**src/rtl/pong_collision_scorer_if.sv**
```systemverilog
// Bus bundle between the ball-motion/display side and the collision scorer.
// The scorer's sample and control inputs, plus its event pulses and score state.
interface pong_collision_scorer_if #(
    parameter int unsigned COORD_W = 6,
    parameter int unsigned SCORE_W = 3,
    parameter int unsigned RALLY_W = 8
);
    logic               new_game;
    logic               serve;
    logic               ball_valid;
    logic [COORD_W-1:0] bx;
    logic [COORD_W-1:0] by;
    logic [COORD_W-1:0] p1y;
    logic [COORD_W-1:0] p2y;

    logic [1:0]         paddle_collision;
    logic               wall_collision;
    logic               point_p1;
    logic               point_p2;
    logic [SCORE_W-1:0] sc1;
    logic [SCORE_W-1:0] sc2;
    logic [RALLY_W-1:0] rally;
    logic [1:0]         state;
    logic [1:0]         winner;

    modport master (
        output new_game, serve, ball_valid, bx, by, p1y, p2y,
        input  paddle_collision, wall_collision, point_p1, point_p2,
        input  sc1, sc2, rally, state, winner
    );

    modport slave (
        input  new_game, serve, ball_valid, bx, by, p1y, p2y,
        output paddle_collision, wall_collision, point_p1, point_p2,
        output sc1, sc2, rally, state, winner
    );
endinterface

```
**src/rtl/pong_collision_scorer.sv**
```systemverilog
// Registered pong collision detector with score/rally counters and a
// PLAY / POINT / GAME_OVER match state machine.
module pong_collision_scorer #(
    parameter int unsigned COORD_W   = 6,
    parameter int unsigned FIELD_W   = 64,
    parameter int unsigned FIELD_H   = 64,
    parameter int unsigned PADDLE_H  = 4,
    parameter int unsigned L_HIT_X   = 2,
    parameter int unsigned R_HIT_X   = FIELD_W - 3,
    parameter int unsigned SCORE_W   = 3,
    parameter int unsigned WIN_SCORE = 7,
    parameter int unsigned RALLY_W   = 8
) (
    input  logic                    clk,
    input  logic                    reset,
    pong_collision_scorer_if.slave  bus
);
    localparam int unsigned EXT_W = COORD_W + 1;
    localparam logic [RALLY_W-1:0] RALLY_MAX = '1;
    localparam logic [SCORE_W-1:0] WIN_VAL   = SCORE_W'(WIN_SCORE);
    localparam logic [1:0] WIN_NONE = 2'b00;
    localparam logic [1:0] WIN_P1   = 2'b01;
    localparam logic [1:0] WIN_P2   = 2'b10;

    typedef enum logic [1:0] {
        ST_PLAY      = 2'b00,
        ST_POINT     = 2'b01,
        ST_GAME_OVER = 2'b10
    } state_t;

    state_t             state_q, state_d;
    logic [SCORE_W-1:0] sc1_q, sc1_d;
    logic [SCORE_W-1:0] sc2_q, sc2_d;
    logic [RALLY_W-1:0] rally_q, rally_d;
    logic [1:0]         winner_q, winner_d;
    logic [1:0]         hist_q, hist_d;
    logic [1:0]         paddle_q, paddle_d;
    logic               wall_q, wall_d;
    logic               pt1_q, pt1_d;
    logic               pt2_q, pt2_d;

    logic [1:0]         hit_raw_c;
    logic               wall_raw_c;
    logic               miss_left_c;
    logic               miss_right_c;

    // Paddle span is summed one bit wider so a paddle near the bottom never wraps.
    function automatic logic paddle_hit(input logic [COORD_W-1:0] y,
                                        input logic [COORD_W-1:0] top);
        logic [EXT_W-1:0] bot;
        bot = {1'b0, top} + EXT_W'(PADDLE_H - 1);
        if (bot > EXT_W'(FIELD_H - 1)) begin
            bot = EXT_W'(FIELD_H - 1);
        end
        return (y >= top) && ({1'b0, y} <= bot);
    endfunction

    // Raw geometric tests on the current sample.
    always_comb begin
        hit_raw_c[0] = (bus.bx == COORD_W'(L_HIT_X)) && paddle_hit(bus.by, bus.p1y);
        hit_raw_c[1] = (bus.bx == COORD_W'(R_HIT_X)) && paddle_hit(bus.by, bus.p2y);
        wall_raw_c   = (bus.by == '0) || (bus.by == COORD_W'(FIELD_H - 1));
        miss_left_c  = (bus.bx == '0);
        miss_right_c = (bus.bx == COORD_W'(FIELD_W - 1));
    end

    // Next-state and next-output logic.
    always_comb begin
        state_d  = state_q;
        sc1_d    = sc1_q;
        sc2_d    = sc2_q;
        rally_d  = rally_q;
        winner_d = winner_q;
        hist_d   = hist_q;
        paddle_d = 2'b00;
        wall_d   = 1'b0;
        pt1_d    = 1'b0;
        pt2_d    = 1'b0;

        if (bus.new_game) begin
            state_d  = ST_PLAY;
            sc1_d    = '0;
            sc2_d    = '0;
            rally_d  = '0;
            winner_d = WIN_NONE;
            hist_d   = 2'b00;
        end else begin
            case (state_q)
                ST_PLAY: begin
                    if (bus.ball_valid) begin
                        // History is the raw hit, so a dwelling ball counts once.
                        hist_d   = hit_raw_c;
                        paddle_d = hit_raw_c & ~hist_q;
                        wall_d   = wall_raw_c;
                        if ((paddle_d != 2'b00) && (rally_q != RALLY_MAX)) begin
                            rally_d = rally_q + RALLY_W'(1);
                        end
                        if (miss_left_c) begin
                            pt2_d   = 1'b1;
                            rally_d = '0;
                            sc2_d   = sc2_q + SCORE_W'(1);
                            if (sc2_d == WIN_VAL) begin
                                state_d  = ST_GAME_OVER;
                                winner_d = WIN_P2;
                            end else begin
                                state_d = ST_POINT;
                            end
                        end else if (miss_right_c) begin
                            pt1_d   = 1'b1;
                            rally_d = '0;
                            sc1_d   = sc1_q + SCORE_W'(1);
                            if (sc1_d == WIN_VAL) begin
                                state_d  = ST_GAME_OVER;
                                winner_d = WIN_P1;
                            end else begin
                                state_d = ST_POINT;
                            end
                        end
                    end
                end
                ST_POINT: begin
                    if (bus.serve) begin
                        state_d = ST_PLAY;
                    end
                end
                default: begin
                end
            endcase
        end
    end

    // State and output registers.
    always_ff @(posedge clk) begin
        if (reset) begin
            state_q  <= ST_PLAY;
            sc1_q    <= '0;
            sc2_q    <= '0;
            rally_q  <= '0;
            winner_q <= WIN_NONE;
            hist_q   <= 2'b00;
            paddle_q <= 2'b00;
            wall_q   <= 1'b0;
            pt1_q    <= 1'b0;
            pt2_q    <= 1'b0;
        end else begin
            state_q  <= state_d;
            sc1_q    <= sc1_d;
            sc2_q    <= sc2_d;
            rally_q  <= rally_d;
            winner_q <= winner_d;
            hist_q   <= hist_d;
            paddle_q <= paddle_d;
            wall_q   <= wall_d;
            pt1_q    <= pt1_d;
            pt2_q    <= pt2_d;
        end
    end

    assign bus.paddle_collision = paddle_q;
    assign bus.wall_collision   = wall_q;
    assign bus.point_p1         = pt1_q;
    assign bus.point_p2         = pt2_q;
    assign bus.sc1              = sc1_q;
    assign bus.sc2              = sc2_q;
    assign bus.rally            = rally_q;
    assign bus.state            = state_q;
    assign bus.winner           = winner_q;

endmodule

```
**src/flat_wrapper.sv**
```systemverilog
// flat-port wrapper written by rule: the top's interface ports become plain ports
module pong_collision_scorer_flat 
#(
    parameter int unsigned COORD_W   = 6,
    parameter int unsigned FIELD_W   = 64,
    parameter int unsigned FIELD_H   = 64,
    parameter int unsigned PADDLE_H  = 4,
    parameter int unsigned L_HIT_X   = 2,
    parameter int unsigned R_HIT_X   = FIELD_W - 3,
    parameter int unsigned SCORE_W   = 3,
    parameter int unsigned WIN_SCORE = 7,
    parameter int unsigned RALLY_W   = 8
)
  (clk, reset, bus_new_game, bus_serve, bus_ball_valid, bus_bx, bus_by, bus_p1y, bus_p2y, bus_paddle_collision, bus_wall_collision, bus_point_p1, bus_point_p2, bus_sc1, bus_sc2, bus_rally, bus_state, bus_winner);
  pong_collision_scorer_if #(.COORD_W(COORD_W), .SCORE_W(SCORE_W), .RALLY_W(RALLY_W)) bus_i ();
  input  logic clk;
  input  logic reset;
  input wire logic [$bits(bus_i.new_game)-1:0] bus_new_game;
  input wire logic [$bits(bus_i.serve)-1:0] bus_serve;
  input wire logic [$bits(bus_i.ball_valid)-1:0] bus_ball_valid;
  input wire logic [$bits(bus_i.bx)-1:0] bus_bx;
  input wire logic [$bits(bus_i.by)-1:0] bus_by;
  input wire logic [$bits(bus_i.p1y)-1:0] bus_p1y;
  input wire logic [$bits(bus_i.p2y)-1:0] bus_p2y;
  output wire logic [$bits(bus_i.paddle_collision)-1:0] bus_paddle_collision;
  output wire logic [$bits(bus_i.wall_collision)-1:0] bus_wall_collision;
  output wire logic [$bits(bus_i.point_p1)-1:0] bus_point_p1;
  output wire logic [$bits(bus_i.point_p2)-1:0] bus_point_p2;
  output wire logic [$bits(bus_i.sc1)-1:0] bus_sc1;
  output wire logic [$bits(bus_i.sc2)-1:0] bus_sc2;
  output wire logic [$bits(bus_i.rally)-1:0] bus_rally;
  output wire logic [$bits(bus_i.state)-1:0] bus_state;
  output wire logic [$bits(bus_i.winner)-1:0] bus_winner;
  assign bus_i.new_game = bus_new_game;
  assign bus_i.serve = bus_serve;
  assign bus_i.ball_valid = bus_ball_valid;
  assign bus_i.bx = bus_bx;
  assign bus_i.by = bus_by;
  assign bus_i.p1y = bus_p1y;
  assign bus_i.p2y = bus_p2y;
  assign bus_paddle_collision = bus_i.paddle_collision;
  assign bus_wall_collision = bus_i.wall_collision;
  assign bus_point_p1 = bus_i.point_p1;
  assign bus_point_p2 = bus_i.point_p2;
  assign bus_sc1 = bus_i.sc1;
  assign bus_sc2 = bus_i.sc2;
  assign bus_rally = bus_i.rally;
  assign bus_state = bus_i.state;
  assign bus_winner = bus_i.winner;
  pong_collision_scorer #(.COORD_W(COORD_W), .FIELD_W(FIELD_W), .FIELD_H(FIELD_H), .PADDLE_H(PADDLE_H), .L_HIT_X(L_HIT_X), .R_HIT_X(R_HIT_X), .SCORE_W(SCORE_W), .WIN_SCORE(WIN_SCORE), .RALLY_W(RALLY_W)) u_core (.clk(clk), .reset(reset), .bus(bus_i));
endmodule
```
**config.mk**
```make
export PLATFORM = sky130hd
export DESIGN_NAME = pong_collision_scorer_flat
export DESIGN_NICKNAME = d
export VERILOG_FILES = /design/src/rtl/pong_collision_scorer_if.sv /design/src/rtl/pong_collision_scorer.sv /design/src/flat_wrapper.sv
export SDC_FILE = /design/constraint.sdc
export NUM_CORES = 1
export LEC_CHECK = 0
export CORE_MARGIN = 2
export CORE_UTILIZATION = 53
export CTS_CLUSTER_DIAMETER = 30
export CTS_CLUSTER_SIZE = 10
export DETAILED_ROUTE_END_ITERATION = 8
export GPL_TIMING_DRIVEN = 0
export PLACE_DENSITY_LB_ADDON = 0.12
export SLEW_MARGIN = 5
export SYNTH_ARGS = -nofsm -noshare
export SYNTH_HDL_FRONTEND = slang
export SYNTH_SLANG_ARGS = --single-unit
```
**constraint.sdc**
```tcl
create_clock -name clk -period 7.9 [get_ports clk]
set_input_delay 1.58 -clock clk [delete_from_list [all_inputs] [get_ports clk]]
set_output_delay 1.58 -clock clk [all_outputs]
set_load 0.01 [all_outputs]
```
# Yosys cells after proc, flatten, opt, wreduce, memory -nomap -nowiden
# Cells that the tools add are included.
op_classes:
  reduce_logical: 23
  eq_ne: 12
  order_cmp: 6
  muxes: 18
  bitwise: 5
  n_addsub: 5
ops:
  columns: ["op", "count"]
  rows:
  - ["$mux W8", 3]
  - ["$mux W2", 10]
  - ["$eq A6 B6 Y1 const B", 3]
  - ["$add A6 B2 Y7 const B", 2]
  - ["$gt A7 B6 Y1 const B", 2]
  - ["$le A6 B7 Y1", 2]
  - ["$mux W7", 2]
  - ["$ge A6 B6 Y1", 2]
  - ["$logic_not A6 Y1", 2]
  - ["$add A8 B1 Y8 const B", 1]
  - ["$ne A8 B8 Y1 const B", 1]
  - ["$reduce_and A4 Y1", 2]
  - ["$reduce_bool A2 Y1", 4]
  - ["$add A3 B1 Y3 const B", 2]
  - ["$eq A3 B3 Y1 const B", 2]
  - ["$eq A6 B2 Y1 const B", 1]
  - ["$ne A2 B2 Y1 const B", 3]
  - ["$reduce_and A3 Y1", 2]
  - ["$logic_and A1 B1 Y1", 5]
  - ["$reduce_and A5 Y1", 1]
  - ["$reduce_or A5 Y1", 1]
  - ["$pmux W2 S2", 1]
  - ["$reduce_or A4 Y1", 1]
  - ["$ne A3 B1 Y1 const B", 1]
  - ["10 further kinds", 13]
word_totals:
  input_bits: 29
  ff_bits: 25
  out_inout_bits: 23
  wordCells: 79

# Logic depth before layout (Yosys ltp)
# Gate-level depths: netlist of the first run.
logic_depth:
  word_depth: 12
  ltp_mapped: 17
  mapped_depth_nobuf: 16

# Worst setup path after synthesis of the first run
# Ideal clock, no wire load.
synth_timing:
  kind: "input -> register"
  from: "input port bus_p1y[0]"
  to: "register u_core.rally_q[7] (netlist: u_core.bus.rally[7])"
  n_path_buf: 1
  required_ns: 7.826
  arrival_ns: 4.629
  slack_ns: 3.197
  setup_ns: 0.074
  cell_stages: 16
  cell_sequence: "inv_1 -> ha_1 -> or2_2 -> o21ai_0 -> a2bb2oi_1 -> o22ai_1 -> nand4_1 -> and3_1 -> ha_1 -> a211o_2 -> o221ai_1 -> nor4b_4 -> o21ai_2 -> buf_6 -> or3_1 -> a31oi_1"
synth_via:
  elab_chain_cells: 11
  word_cells_on_any_way: 12
  cone_classes: "1 x add/sub; 3 x order compare; 1 x mux; 1 x bitwise; 6 x reduce/logical"
synth_lines:
  columns: ["item", "line", "source"]
  rows:
  - ["start, declared", "flat_wrapper.sv:23", "input wire logic [$bits(bus_i.p1y)-1:0] bus_p1y;"]
  - ["$add A6 B2 Y7", "pong_collision_scorer.sv:51", "bot = {1'b0, top} + EXT_W'(PADDLE_H - 1);"]
  - ["$gt A7 B6 Y1", "pong_collision_scorer.sv:52", "if (bot > EXT_W'(FIELD_H - 1)) begin"]
  - ["$mux W7", "pong_collision_scorer.sv:52", null]
  - ["$le A6 B7 Y1", "pong_collision_scorer.sv:55", "return (y >= top) && ({1'b0, y} <= bot);"]
  - ["$logic_and A1 B1 Y1 *", "pong_collision_scorer.sv:55", null]
  - ["$logic_and A1 B1 Y1 *", "pong_collision_scorer.sv:60", "hit_raw_c[0] = (bus.bx == COORD_W'(L_HIT_X)) && paddle_hit(bus.by, bus.p1y);"]
  - ["$and A2 B2 Y2 *", "pong_collision_scorer.sv:93", "paddle_d = hit_raw_c & ~hist_q;"]
  - ["$reduce_bool A2 Y1 *", "pong_collision_scorer.sv:95", "if ((paddle_d != 2'b00) && (rally_q != RALLY_MAX)) begin"]
  - ["$logic_and A1 B1 Y1 *", "pong_collision_scorer.sv:95", null]
  - ["$reduce_bool A3 Y1 (no source line) *", null, null]
  - ["$reduce_and A3 Y1 (no source line) *", null, null]
  - ["end signal, assigned", "pong_collision_scorer.sv:149", "rally_q <= rally_d;"]
  - ["end, declared", "pong_collision_scorer.sv:34", "logic [RALLY_W-1:0] rally_q, rally_d;"]
# Mark *: on every way between the ends. The rest lies on a longest branch, timed or not.
# A chain may end at the register's enable or synchronous reset.

# Worst setup path in the final report of the first run
# Ends and elaborated chain as after synthesis.

==> run summary, run 1 <==
Run status
* finished clean — status

Cells and area
* 374 — fin nets
* 5.77% — proportion of layout cells with a drive suffix above 1
* 0 — diode insertion count for antenna repair
* 2670 µm² — design area
* 330 — layout filler cell count
* 30.0% — area added between synthesis and finish
* 72.3% — Core Util, Final
* 360 — number of non-filler instances in the completed layout

Clocking
* 0 — hold_buf cts
* built — clock tree from TritonCTS
* 0.27 ns — clock insertion delay at the later pin of the skew report
* 0 — number of instances resized during post-cts repair
* 2 — maximum root-to-sink buffer count
* 0 — number of buffers added for setup after CTS
* 1 — H-tree Lvls
* sky130_fd_sc_hd__clkbuf_8 — Root Buffer Master
* 3 — clock buffers created by TritonCTS
* 0.09 ns — clock transition time at the flip-flop clock pins of the worst setup and hold paths
* 25 — number of sinks handled by clock tree synthesis

Power and ir drop
* 103 nW/µm² — Pwr per Cell Area
* 0.275 mW — Overall Power
* 0.0798 mV — largest vdd supply drop
* 1.09 nW — leakage power total

Detailed routing
* 5.54 — Vias/cell
* 4540 µm — post-detailed-routing wire length
* 1994 — via total after detailed routing
* 4 — number of iterations in the first detailed-routing pass
* 0 — # DRC
* 142 — DRC marker count from the first detailed-route iteration
* 12.6 µm — post-detailed-route wirelength per cell
* 0 — number of routed nets with antenna violations

Floorplan
* 66.2 µm — Horiz. Die Dim
* 4380 µm² — die footprint
* 55.6% — starting density of the core
* 3690 µm² — Core Box Area
* 52 — number of placed I/O pins
* 66.2 µm — height of the die
* 22 — std cell rows

Logic synthesis
* 7.97 µm² — Mapped Avg Cell Area
* simple AND/OR/NAND/NOR gates — largest family of logic cells by synthesized area
* 19.5% — post-synthesis adder-cell area fraction
* 17.9% — post-synthesis compound-gate area fraction
* sky130_fd_sc_hd__dfxtp_1 (24%), sky130_fd_sc_hd__ha_1 (20%), sky130_fd_sc_hd__nor2_1 (5.3%), sky130_fd_sc_hd__nand2_1 (4.4%), sky130_fd_sc_hd__a21oi_1 (3.2%) — cell types with the largest area share after synthesis
* 4.27% — share of the synthesized netlist area taken by xor and xnor gates
* 24.4% — fraction of synthesized cell area taken by the top area cell type
* 2050 µm² — Synth Cell Area
* 257 — Cells after Synth
* 0% — ys async rst share
* sky130_fd_sc_hd__dfxtp_1 — Yosys top cell by area
* 318 — Post-Synthesis Net Count
* 29.3% — Post-Synth Simple-Gate Area
* sky130_fd_sc_hd__dfxtp_1 — flip-flop cell with the highest count after synthesis
* 0% — multiplexer share of the synthesized area
* 0 — yosys synthesis warning count
* 24.4% — part of the Yosys area used for sequential elements
* 44 — library cells used by synthesis
* 0 — number of enable-type register cells in the synthesized netlist
* 25 — flip-flop and latch count after synthesis

STA
* 0.565 ns — Tightest Pin Transition
* 69.4% — part of the cycle the worst path needs
* 0 ns — Fin Setup TNS
* 2.42 ns — Worst Setup Slack, final
* 0 — count of pins over their slew limit
* 0.462 ns — hold slack final
* 182 MHz — maximum clock rate
* 0 — final number of hold-violating endpoints
* no — setup repair after global routing missed its margin
* 0.00495 ns — Worst Skew
* 0 — setup violation total in the final timing report
* 62.1% — normalized max-slew margin
* 5.48 ns — shortest period the worst path allows

Worst setup path
* in2reg — type of the worst setup path
* 5.76 ns — setup slack of the worst register-to-register path
* input port — Worst Setup Start Kind
* 8.09 ns — data required time of the worst path
* 5.67 ns — CP Data Arrival Time
* flip-flop — kind of capture point of the worst setup path
* 10 — peak fanout along the critical path

Worst hold path
* reg2reg — type of the tightest min-delay check

Global routing
* 1872 — via count of the first global-routing pass
* 0 — grt total ovfl
* 14 — pin count of the biggest net entering global routing
* 8020 µm — first-pass GRT wire length
* 22.7% — combined global-route utilization of all metal layers
* 0 — antenna violations before repair

Placement
* 3660 µm — dpl hpwl
* 356 — # placed instances
* 51 — port buffer count
* 2620 µm² — area after detailed placement
* 2.17 ns — worst slack at placement
* 0.844 — weighted congestion at the end of routability-driven global placement

Flow run
* 0 — # Max-Cap Violations

## cell type report
class | count | area (µm²) | area share, %
Inverter | 17 | 63.8 | 2.39
Clock buffer | 4 | 45.0 | 1.69
Buffer | 4 | 30.0 | 1.13
Tap cell | 48 | 60.1 | 2.25
Sequential cell | 25 | 500 | 18.8
Multi-Input combinational cell | 211 | 1460 | 54.6
Timing Repair Buffer | 51 | 510 | 19.2
## cell usage after synthesis, types with 5 or more instances
master and count:
sky130_fd_sc_hd__dfxtp_1 25, sky130_fd_sc_hd__o211ai_1 7, sky130_fd_sc_hd__a21oi_1 13, sky130_fd_sc_hd__and3_1 6, sky130_fd_sc_hd__o21ai_0 10, sky130_fd_sc_hd__ha_1 32, sky130_fd_sc_hd__and2_1 7, sky130_fd_sc_hd__or3_1 6
sky130_fd_sc_hd__nor3_1 6, sky130_fd_sc_hd__inv_1 17, sky130_fd_sc_hd__nand3_1 10, sky130_fd_sc_hd__nor2_1 29, sky130_fd_sc_hd__xor2_1 6, sky130_fd_sc_hd__nand2_1 24, sky130_fd_sc_hd__or4_1 5
## worst max-delay path: stages
cell                              delay, ns
sky130_fd_sc_hd__clkdlybuf4s50_1       0.55
sky130_fd_sc_hd__inv_1                 0.09
sky130_fd_sc_hd__ha_1                  0.31
sky130_fd_sc_hd__or2_2                 0.30
sky130_fd_sc_hd__o21ai_0               0.16
sky130_fd_sc_hd__a2bb2oi_1             0.08
sky130_fd_sc_hd__o22ai_1               0.17
sky130_fd_sc_hd__nand4_1               0.22
sky130_fd_sc_hd__and3_1                0.22
sky130_fd_sc_hd__ha_1                  0.30
sky130_fd_sc_hd__a211o_2               0.30
sky130_fd_sc_hd__o221ai_1              0.21
sky130_fd_sc_hd__nor4b_4               0.34
sky130_fd_sc_hd__o21ai_2               0.13
sky130_fd_sc_hd__buf_6                 0.17
sky130_fd_sc_hd__or3_1                 0.35
sky130_fd_sc_hd__a31oi_1               0.20
## report_power, final
group	switching, mW	leakage [nW]	internal (mW)
logic	0.0357	0.866	0.0370
registers	0.0000957	0.201	0.126
clock network	0.0403	0.0228	0.0361
## logic make-up (layout without fill, tap and decap cells)
logic type | after synthesis | count (layout)
AND/OR/NAND/NOR | 114 | 114
AO/OA/AOI/OAI | 55 | 55
adder cells (fa/ha/maj) | 32 | 32
flip-flops | 25 | 25
buffers and inverters | 21 | 76
XOR/XNOR | 10 | 10
## sequential cells by signal, summed over array words and instances (netlist names)
| signal | count |
|---|---|
| u_core.bus.point_p1 | 1 |
| u_core.bus.winner | 2 |
| u_core.bus.wall_collision | 1 |
| u_core.bus.state | 2 |
| u_core.bus.paddle_collision | 2 |
| u_core.hist_q | 2 |
| u_core.bus.sc1 | 3 |
| u_core.bus.point_p2 | 1 |
| u_core.bus.sc2 | 3 |
| u_core.bus.rally | 8 |
## cell usage in the layout, fill, tap and decap left out, types with 3 or more instances in the layout
cell | netlist | layout
sky130_fd_sc_hd__clkdlybuf4s50_1 | 0 | 51
sky130_fd_sc_hd__ha_1 | 32 | 32
sky130_fd_sc_hd__nor2_1 | 29 | 29
sky130_fd_sc_hd__dfxtp_1 | 25 | 25
sky130_fd_sc_hd__nand2_1 | 24 | 24
sky130_fd_sc_hd__inv_1 | 17 | 17
sky130_fd_sc_hd__a21oi_1 | 13 | 13
sky130_fd_sc_hd__o21ai_0 | 10 | 10
sky130_fd_sc_hd__nand3_1 | 10 | 10
sky130_fd_sc_hd__and2_1 | 7 | 7
sky130_fd_sc_hd__o211ai_1 | 7 | 7
sky130_fd_sc_hd__or3_1 | 6 | 6
sky130_fd_sc_hd__and3_1 | 6 | 6
sky130_fd_sc_hd__nor3_1 | 6 | 6
sky130_fd_sc_hd__xor2_1 | 6 | 6
sky130_fd_sc_hd__or4_1 | 5 | 5
sky130_fd_sc_hd__nand4_1 | 4 | 4
sky130_fd_sc_hd__xnor2_1 | 4 | 4
sky130_fd_sc_hd__nand2b_1 | 4 | 4
sky130_fd_sc_hd__o21a_1 | 4 | 4
sky130_fd_sc_hd__or2_2 | 3 | 3
sky130_fd_sc_hd__clkbuf_1 | 2 | 3
sky130_fd_sc_hd__a211oi_1 | 3 | 3
sky130_fd_sc_hd__clkbuf_8 | 0 | 3
## worst paths after layout
check,startpoint,endpoint,depth (start not counted)
worst max-delay path,bus_p1y[0],u_core.bus.rally[7]$_SDFFE_PP0P_,17
worst min-delay path,u_core.bus.winner[0]$_SDFFE_PP0P_,u_core.bus.winner[0]$_SDFFE_PP0P_,2
worst max register to register,u_core.bus.rally[0]$_SDFFE_PP0P_,u_core.bus.rally[7]$_SDFFE_PP0P_,7
worst min register to register,u_core.bus.winner[0]$_SDFFE_PP0P_,u_core.bus.winner[0]$_SDFFE_PP0P_,2
## layer usage
layer  vias up  routed length [µm]  global-route usage, %
li1       1045                   -                      -
met1       906                2180                   30.2
met2        41                2150                   39.5
met3         2                 190                   3.58
met4         0                  17                   3.06
met5         -                   0                      0
Note: power is estimated with default switching activity, not from simulation.
==> run 2, diff against run 1 <==
- CORE_UTILIZATION: 53 -> 45
- clock period: 7.9 -> 4.76 ns (I/O delays scaled with it)
==> run 2 against run 1 <==
Net effect: final area increased by 1.2%; sequential share of layout area is 0.22 points lower; combinational power up 71%; count of clock-buffer cells in the layout unchanged; wire length rose by 2.7%; first-iteration DRC count fell by 55%; die area rose by 17%; global-route usage is 4.2 points lower; utilization down 11 points; cell count up 1.7%; critical path depth unchanged; clock power increased by 65%; largest power group unchanged.
==> run summary, run 2 (synthesis results as in run 1) <==
Run status
* finished clean — status

STA
* 91.0% — part of the cycle the worst path needs
* no — setup repair after global routing missed its margin
* 0.427 ns — Worst Setup Slack, final
* 0.00310 ns — Worst Skew
* 0.449 ns — hold slack final
* 0.543 ns — Tightest Pin Transition
* 231 MHz — maximum clock rate
* 0 — final number of hold-violating endpoints
* 0 — setup violation total in the final timing report
* 63.5% — normalized max-slew margin
* 0 — count of pins over their slew limit
* 0 ns — Fin Setup TNS
* 4.33 ns — shortest period the worst path allows

Worst setup path
* in2reg — type of the worst setup path
* flip-flop — kind of capture point of the worst setup path
* 2.69 ns — setup slack of the worst register-to-register path
* u_core.bus.rally[7]$_SDFFE_PP0P_ — destination of the worst register-to-register timing path
* u_core.bus.rally[7]$_SDFFE_PP0P_ — timing endpoint of the critical path
* input port — Worst Setup Start Kind
* u_core.bus.rally[0]$_SDFFE_PP0P_ — Worst R2R Start
* 4.96 ns — data required time of the worst path
* bus_p1y[0] — origin of the worst setup path
* 4.53 ns — CP Data Arrival Time
* 7 — cell count of the worst reg-to-reg path
* 10 — peak fanout along the critical path

Detailed routing
* 4 — number of iterations in the first detailed-routing pass
* 12.7 µm — post-detailed-route wirelength per cell
* 0 — number of routed nets with antenna violations
* 64 — DRC marker count from the first detailed-route iteration
* 2009 — via total after detailed routing
* 0 — # DRC
* 5.49 — Vias/cell
* 4660 µm — post-detailed-routing wire length

Cells and area
* sky130_fd_sc_hd__clkdlybuf4s50_1 — most common library cell in the layout ignoring fill and taps
* 0 — diode insertion count for antenna repair
* sky130_fd_sc_hd__clkdlybuf4s50_1 (49), sky130_fd_sc_hd__ha_1 (32), sky130_fd_sc_hd__nor2_1 (29) — commonest cells after routing, fill and taps aside
* 8 — flip-flop count of the largest register, all copies and words added
* 500 µm² — Storage cell area
* 31.6% — area added between synthesis and finish
* 420 — layout filler cell count
* 1460 µm² — area taken by multi-input logic gates
* 61.5% — Core Util, Final
* 376 — fin nets
* 6.69% — proportion of layout cells with a drive suffix above 1

Clocking
* 1 — H-tree Lvls
* 0 — hold_buf cts
* 2 — maximum root-to-sink buffer count
* sky130_fd_sc_hd__clkbuf_8 — Root Buffer Master
* built — clock tree from TritonCTS
* 3 — clock buffers created by TritonCTS
* 25 — number of sinks handled by clock tree synthesis
* 0.27 ns — clock insertion delay at the later pin of the skew report
* 0.09 ns — clock transition time at the flip-flop clock pins of the worst setup and hold paths

Floorplan
* 24 — std cell rows
* 46.7% — starting density of the core
* 5110 µm² — die footprint
* 52 — number of placed I/O pins
* 71.5 µm — Horiz. Die Dim
* 4380 µm² — Core Box Area
* 71.5 µm — height of the die

Placement
* 3750 µm — dpl hpwl
* 51 — port buffer count
* -0.430 ns — worst slack at placement
* 0.782 — weighted congestion at the end of routability-driven global placement

Global routing
* 0 — antenna violations before repair
* 14 — pin count of the biggest net entering global routing
* 1815 — via count of the first global-routing pass
* 7690 µm — first-pass GRT wire length
* 18.5% — combined global-route utilization of all metal layers
* 0 — grt total ovfl

Power and ir drop
* 27.8% — proportion of total power due to net switching
* 26.9% — combinational power share
* 45.6% — Sequential Power Share
* 27.5% — fraction of power consumed by the clock network
* 0.459 mW — Overall Power
* 0.128 mW — Psw
* 0.332 mW — Power Internal
* 0.129 mV — largest vdd supply drop
* 170 nW/µm² — Pwr per Cell Area
* 1.12 nW — leakage power total

Flow run
* 0 — # Max-Cap Violations

Worst hold path
* reg2reg — type of the tightest min-delay check

==> run 2: changes by cell type in the layout (fill, tap and decap cells not counted), sizes merged <==
cell | before | now
buf | 2 | 4
clkdlybuf4s50 | 51 | 49
dlymetal6s2s | 0 | 2
==> run 2: critical path, cell delays in order <==
cell and delay (ns):
sky130_fd_sc_hd__dlymetal6s2s_1 0.18, sky130_fd_sc_hd__inv_1 0.09, sky130_fd_sc_hd__ha_1 0.31, sky130_fd_sc_hd__or2_2 0.30, sky130_fd_sc_hd__o21ai_1 0.13, sky130_fd_sc_hd__a2bb2oi_1 0.07
sky130_fd_sc_hd__o22ai_1 0.18, sky130_fd_sc_hd__nand4_1 0.19, sky130_fd_sc_hd__and3_1 0.20, sky130_fd_sc_hd__ha_1 0.31, sky130_fd_sc_hd__a211o_2 0.31, sky130_fd_sc_hd__o221ai_2 0.18
sky130_fd_sc_hd__nor4b_4 0.30, sky130_fd_sc_hd__o21ai_2 0.14, sky130_fd_sc_hd__buf_6 0.17, sky130_fd_sc_hd__or3_1 0.35, sky130_fd_sc_hd__a31oi_1 0.17
==> run 2: power groups by stage <==
stage	Sequential, mW	Clock [mW]	Combinational (mW)
6_report	0.209	0.126	0.124
5_1_grt	0.209	0.138	0.140
4_1_cts	0.209	0.130	0.125
3_5_place_dp	0.214	0	0.122
3_3_place_gp	0.214	0	0.119
2_1_floorplan	0.214	0	0.0718
==> run 2: worst min-delay path by stage <==
stage	start	endpoint	slack, ns	cells past startpoint
3_3_place_gp	u_core.hist_q[1]$_SDFFE_PP0P_	u_core.bus.paddle_collision[1]$_SDFF_PP0_	0.43	1
5_1_grt	u_core.hist_q[1]$_SDFFE_PP0P_	u_core.bus.paddle_collision[1]$_SDFF_PP0_	0.50	1
4_1_cts	u_core.hist_q[1]$_SDFFE_PP0P_	u_core.bus.paddle_collision[1]$_SDFF_PP0_	0.45	1
6_report	u_core.hist_q[1]$_SDFFE_PP0P_	u_core.bus.paddle_collision[1]$_SDFF_PP0_	0.45	1
3_5_place_dp	u_core.hist_q[1]$_SDFFE_PP0P_	u_core.bus.paddle_collision[1]$_SDFF_PP0_	0.44	1
2_1_floorplan	u_core.hist_q[1]$_SDFFE_PP0P_	u_core.bus.paddle_collision[1]$_SDFF_PP0_	0.41	1
==> run 2: repair_timing <==
item,in CTS,in global routing
setup endpoints to repair,6,6
gates resized for setup,1,3
buffers inserted,2,0
pin swaps,1,2
==> run 2: stage by stage <==
step                cells  area, µm²
global route          366       2700
global placement      360       2630
finish                366       2700
CTS                   366       2690
detailed placement    360       2630
floorplan             257       2050
==> run 2: layer usage <==
layer,vias to the layer above,global-route usage [%],share of wire [%]
li1,1044,-,-
met1,919,24.3,48
met2,42,30.9,46
met3,4,2.25,4.6
met4,0,7.34,1.1
met5,-,0,0
==> run 2: final cells by class <==
class                   count  share of cell area (%)
plain buffers               4                    1.11
clock buffers               4                    1.67
inverters                  17                    2.37
multi-input cells         211                    54.2
flip-flops and latches     25                    18.6
well taps                  52                    2.41
repair buffers             53                    19.7
